$ cat config.mk
export PLATFORM = sky130hd
export DESIGN_NAME = uart_tx
export DESIGN_NICKNAME = d
export VERILOG_FILES = /design/src/rtl/uart_pkg.sv /design/src/rtl/uart_tx_timer.sv /design/src/rtl/uart_tx.sv
export SDC_FILE = /design/constraint.sdc
export NUM_CORES = 1
export LEC_CHECK = 0
export ABC_CLOCK_PERIOD_IN_PS = 2700
export CAP_MARGIN = 30
export CORE_ASPECT_RATIO = 1.1
export CORE_MARGIN = 2
export CORE_UTILIZATION = 45
export CTS_BUF_LIST = sky130_fd_sc_hd__clkbuf_2 sky130_fd_sc_hd__clkbuf_4 sky130_fd_sc_hd__clkbuf_8
export DETAILED_ROUTE_END_ITERATION = 8
export PLACE_DENSITY = 0.68
export SETUP_SLACK_MARGIN = 0.1
export SYNTH_ARGS = -nofsm -noshare
export SYNTH_HDL_FRONTEND = slang
export SYNTH_SLANG_ARGS = --single-unit
$ cat constraint.sdc
create_clock -name clk -period 2.7 [get_ports clk]
set_clock_uncertainty 0.15 [all_clocks]
set_input_delay 0.27 -clock clk [delete_from_list [all_inputs] [get_ports clk]]
set_output_delay 0.27 -clock clk [all_outputs]
set_load 0.005 [all_outputs]
$ cat src/rtl/uart_pkg.sv
// Shared types and line levels for the UART transmitter.
package uart_pkg;

    typedef enum logic [1:0] {
        IDLE,
        START,
        DATA,
        STOP
    } tx_state_e;

    localparam logic START_BIT  = 1'b0;
    localparam logic STOP_BIT   = 1'b1;
    localparam logic IDLE_LEVEL = 1'b1;

endpackage

$ cat src/rtl/uart_tx_timer.sv
// Bit-period and bit-index counters for the UART transmitter.
module uart_tx_timer #(
    parameter  int CLKS_PER_BIT = 10,
    parameter  int DATA_BITS    = 8,
    localparam int CW           = $clog2(CLKS_PER_BIT),
    localparam int IW           = $clog2(DATA_BITS + 1)
) (
    input  logic          clk,
    input  logic          rst,
    input  logic          clear,
    input  logic          enable,
    output logic          bit_strobe,
    output logic [IW-1:0] bit_idx,
    output logic          last_bit
);

    logic [CW-1:0] cnt_q, cnt_d;
    logic [IW-1:0] idx_q, idx_d;

    // Held in clear while idle, so every frame starts a fresh period at count 0.
    assign bit_strobe = !clear && (cnt_q == CW'(CLKS_PER_BIT - 1));
    assign bit_idx    = idx_q;
    assign last_bit   = (idx_q == IW'(DATA_BITS - 1));

    always_comb begin
        cnt_d = cnt_q;
        idx_d = idx_q;
        if (clear) begin
            cnt_d = '0;
            idx_d = '0;
        end else begin
            cnt_d = bit_strobe ? '0 : cnt_q + CW'(1);
            if (enable && bit_strobe)
                idx_d = idx_q + IW'(1);
        end
    end

    always_ff @(posedge clk) begin
        if (rst) begin
            cnt_q <= '0;
            idx_q <= '0;
        end else begin
            cnt_q <= cnt_d;
            idx_q <= idx_d;
        end
    end

endmodule

$ cat src/rtl/uart_tx.sv
// UART transmitter: valid/ready byte in, start + LSB-first data + stop out.
module uart_tx
    import uart_pkg::*;
#(
    parameter int CLKS_PER_BIT = 10,
    parameter int DATA_BITS    = 8
) (
    input  logic                 clk,
    input  logic                 rst,
    input  logic [DATA_BITS-1:0] tx_data,
    input  logic                 tx_valid,
    output logic                 tx_ready,
    output logic                 serial_out,
    output logic                 tx_busy,
    output logic                 tx_done
);

    localparam int IW = $clog2(DATA_BITS + 1);

    tx_state_e            state_q, state_d;
    logic [DATA_BITS-1:0] shreg_q, shreg_d;
    logic                 serial_q, serial_d;
    logic                 ready_q, ready_d;
    logic                 busy_q, busy_d;
    logic                 done_q, done_d;

    logic          bit_strobe;
    logic          last_bit;
    logic [IW-1:0] bit_idx;

    uart_tx_timer #(
        .CLKS_PER_BIT(CLKS_PER_BIT),
        .DATA_BITS   (DATA_BITS)
    ) u_timer (
        .clk       (clk),
        .rst       (rst),
        .clear     (state_q == IDLE),
        .enable    (state_q == DATA),
        .bit_strobe(bit_strobe),
        .bit_idx   (bit_idx),
        .last_bit  (last_bit)
    );

    // Line level is computed one edge ahead so serial_out comes straight from a flop.
    always_comb begin
        state_d  = state_q;
        shreg_d  = shreg_q;
        serial_d = serial_q;
        done_d   = 1'b0;
        case (state_q)
            IDLE: begin
                serial_d = IDLE_LEVEL;
                if (tx_valid && ready_q) begin
                    state_d  = START;
                    shreg_d  = tx_data;
                    serial_d = START_BIT;
                end
            end
            START: begin
                if (bit_strobe) begin
                    state_d  = DATA;
                    serial_d = shreg_q[0];
                end
            end
            DATA: begin
                if (bit_strobe) begin
                    shreg_d = shreg_q >> 1;
                    if (last_bit) begin
                        state_d  = STOP;
                        serial_d = STOP_BIT;
                    end else begin
                        serial_d = shreg_q[1];
                    end
                end
            end
            STOP: begin
                if (bit_strobe) begin
                    state_d  = IDLE;
                    serial_d = IDLE_LEVEL;
                    done_d   = 1'b1;
                end
            end
            default: state_d = IDLE;
        endcase
        ready_d = (state_d == IDLE);
        busy_d  = !ready_d;
    end

    always_ff @(posedge clk) begin
        if (rst) begin
            state_q  <= IDLE;
            shreg_q  <= '0;
            serial_q <= IDLE_LEVEL;
            ready_q  <= 1'b1;
            busy_q   <= 1'b0;
            done_q   <= 1'b0;
        end else begin
            state_q  <= state_d;
            shreg_q  <= shreg_d;
            serial_q <= serial_d;
            ready_q  <= ready_d;
            busy_q   <= busy_d;
            done_q   <= done_d;
        end
    end

    always_ff @(posedge clk) begin
        if (!rst && state_q == DATA)
            assert (bit_idx < IW'(DATA_BITS));
    end

    assign tx_ready   = ready_q;
    assign serial_out = serial_q;
    assign tx_busy    = busy_q;
    assign tx_done    = done_q;

endmodule

==> metrics.md <==
| Metric | Value |
|---|---|
| Status | `complete, no violations` |
| TritonRoute pass-1 iters | `4` |
| Crit-path cells | `nor2b_1 > a211oi_1 > a211oi_1` |
| Most used cell, CP | `a211oi_1` |
| I/O pin cnt | `15` |
| Total CTS buffers | `3` |
| Post-synthesis sequential area ratio | `0.423` |
| Layout cell share with drive strength beyond 1 | `0.0678` |
| Worst min path class | `register to register` |
| WP buf/inv | `0` |
| Critical path data required time | `2.76 ns` |
| Mean area per synthesized cell | `9.64 um^2` |
| P&R area growth vs syn | `16.0%` |
| PnR worst setup slack | `0.895 ns` |
| Die height | `54.4 um` |
| Largest stage delay on the critical path | `0.58 ns` |
| Max Clock Freq | `554 MHz` |
| Initial antenna violation count | `0` |
| CTS Sinks | `22` |
| Multi-input logic area | `546 um^2` |
| Layout Nets | `133` |
| Post-CTS Setup Inserts | `0` |
| Top-area cell type share of the netlist area | `0.423` |
| Post-DRT Antenna Nets | `0` |
| Hold endpoint | `u_timer.cnt_q[0]$_SDFF_PP0_` |
| Yosys cell types | `34` |
| Fin crit share | `0.669` |
| Reg2reg path depth | `3` |
| Largest net degree at the start of global routing | `16` |
| Initial Util | `0.467` |
| Core area | `2230 um^2` |
| Root buf cell | `clkbuf_4` |
| Yosys top cell by area | `dfxtp_1` |
| CP max-delay cell | `nor2b_1` |
| Final setup violation count | `0` |
| Area of the mapped netlist | `1040 um^2` |
| First-pass GRT wire length | `3.28 mm` |
| Initial DRC Count | `9` |
| Top delay family on crit path | `simple AND/OR/NAND/NOR gates` |
| Gate Count Post-Synth | `108` |
| FP Rows | `18` |
| Hold Startpoint | `u_timer.cnt_q[0]$_SDFF_PP0_` |
| Crit Reg-Reg Endpoint | `shreg_q[5]$_SDFFE_PP0P_` |
| GR Overflow Total | `0` |
| WS Path Type | `register to register` |
| Period minus WS final | `1.81 ns` |
| Hpwl dp | `1.36 mm` |
| Hold Fails Final Rpt | `0` |
| Worst skew pair latency | `0.30 ns` |
| Reg2reg setup slack | `0.89 ns` |
| Die Footprint | `2710 um^2` |
| Remaining DRCs | `0` |
| CTS tree | `yes` |
| VDD IR max | `0.242 mV` |
| Leakage Power | `0.495 nW` |
| Routed via count | `823` |
| Max-capacitance violation count | `0` |
| Post-synth EDFFs | `0` |
| Rel. slew slack | `0.576` |
| CTS Hold Bufs | `0` |
| Slew @ Worst Pin | `0.635 ns` |
| Max-slew violations | `0` |
| Min Hold Slack | `0.337 ns` |
| H-tree Lvls | `1` |
| CP Launch Type | `register` |
| CP endpoint kind | `register` |
| Syn nets | `122` |
| Buffers added on ports | `14` |
| Post-synth ARST share | `0` |
| Pre-CTS setup slack | `0.875 ns` |
| Fin Setup TNS | `0 ns` |
| Synth Register Bits | `22` |
| Main synth FF type | `dfxtp_1` |
| Reg2reg start | `state_q[1]$_SDFF_PP0_` |
| Die Wd | `49.9 um` |
| Fill cells | `206` |
| Reg area | `440 um^2` |
| WL/cell | `12.8 um` |
| RSZ-0062 raised after global routing | `no` |
| Vias in the first global route | `722` |
| Ant diodes | `0` |
| Post_cts resized | `0` |
| Synth warn | `0` |
| Final wirelength | `1.90 mm` |
| Clock slew at reported path FFs | `0.12 ns` |
| Gr usage total | `0.159` |
| Max FO, Critical Path | `12` |
| Clock buffer depth | `2` |
| Vias per Instance | `5.56` |
| Hold path depth | `1` |
| Top cells by area, synth | `dfxtp_1 42%, a211oi_1 10%, mux2i_1 7.7%, a21oi_1 4.3%, ha_1 3.6%` |
| Placer congestion estimate | `0.747` |
| Power Density | `514 nW/um^2` |
| Arr. time, crit path | `1.87 ns` |
| Core Util, Final | `0.542` |
==> cell usage after synthesis (2+ instances only) <==
library cell  instances
dfxtp_1              22
a211oi_1             14
a21oi_1               9
mux2i_1               8
nor2_1                7
buf_2                 5
nand3_1               5
o21ai_0               5
ha_1                  3
nand2_1               3
or3_1                 3
inv_1                 2
==> cell type report <==
class	count	area share
multi-input cells	76	0.452
flip-flops and latches	22	0.365
repair buffers	14	0.116
well taps	30	0.0311
clock buffers	4	0.0301
inverters	2	0.00622
==> per-stage QoR <==
| stage | std cells | total power [W] | area, um^2 |
|---|---|---|---|
| 2_1_floorplan | 108 | 0.000416 | 1040 |
| 3_3_place_gp | 144 | 0.000450 | 1170 |
| 3_5_place_dp | 144 | 0.000451 | 1170 |
| 4_1_cts | 148 | 0.000630 | 1210 |
| 5_1_grt | 148 | 0.000657 | 1210 |
| 6_report | 148 | 0.000621 | 1210 |
==> sequential cells by signal, summed over array words and instances (netlist names) <==
register,cells
state_q,2
u_timer.cnt_q,4
u_timer.bit_idx,4
tx_done,1
tx_busy,1
shreg_q,8
serial_out,1
tx_ready,1
==> power by group <==
group	total [W]	switching (W)	internal, W
combinational	0.0000832	0.0000360	0.0000471
clock	0.000177	0.0000950	0.0000823
sequential	0.000361	0.0000153	0.000345
total	0.000621	0.000146	0.000475
==> worst reg2reg max path, delay by kind of cell (launching register included) <==
kind             cells  cell delay [ns]
AO/OA/AOI/OAI        2             0.42
AND/OR/NAND/NOR      1             0.58
flip-flops           1             0.57
==> logic make-up after synthesis <==
family | count (synthesis) | synth area share
XOR/XNOR | 2 | 0.0168
buffers and inverters | 10 | 0.0529
AND/OR/NAND/NOR | 28 | 0.174
multiplexers | 8 | 0.0769
AO/OA/AOI/OAI | 35 | 0.220
flip-flops | 22 | 0.423
adder cells (fa/ha/maj) | 3 | 0.0361
==> routing by layer <==
layer  GRT usage  share of wire  up-vias
met5           0              0        -
met4      0.0833         0.0079        0
met3      0.0246          0.024        2
met2       0.253           0.46       13
met1       0.211           0.51      385
li1            -              -      423
==> worst max-delay path by stage <==
stage / from / end / slack (ns) / cells past startpoint
4_1_cts: state_q[1]$_SDFF_PP0_ / shreg_q[4]$_SDFFE_PP0P_ / 0.89 / 3
2_1_floorplan: u_timer.cnt_q[0]$_SDFF_PP0_ / u_timer.bit_idx[3]$_SDFFE_PP0P_ / 1.22 / 4
6_report: state_q[1]$_SDFF_PP0_ / shreg_q[5]$_SDFFE_PP0P_ / 0.89 / 3
3_3_place_gp: rst / serial_out$_SDFFE_PP1P_ / 0.86 / 4
5_1_grt: state_q[1]$_SDFF_PP0_ / shreg_q[4]$_SDFFE_PP0P_ / 0.73 / 3
3_5_place_dp: rst / serial_out$_SDFFE_PP1P_ / 0.88 / 4
==> placed cells by master (no fill, tap or decap), types with 2 or more instances in the layout <==
cell type        netlist  final
or3_1                  3      3
a211oi_1              14     14
clkbuf_4               0      3
dfxtp_1               22     22
clkdlybuf4s50_1        0     14
mux2i_1                8      8
nand3_1                5      5
nor2_1                 7      7
a21oi_1                9      9
inv_1                  2      2
ha_1                   3      3
nand2_1                3      3
o21ai_0                5      5
No activity file was read; power rests on OpenSTA's default activity.
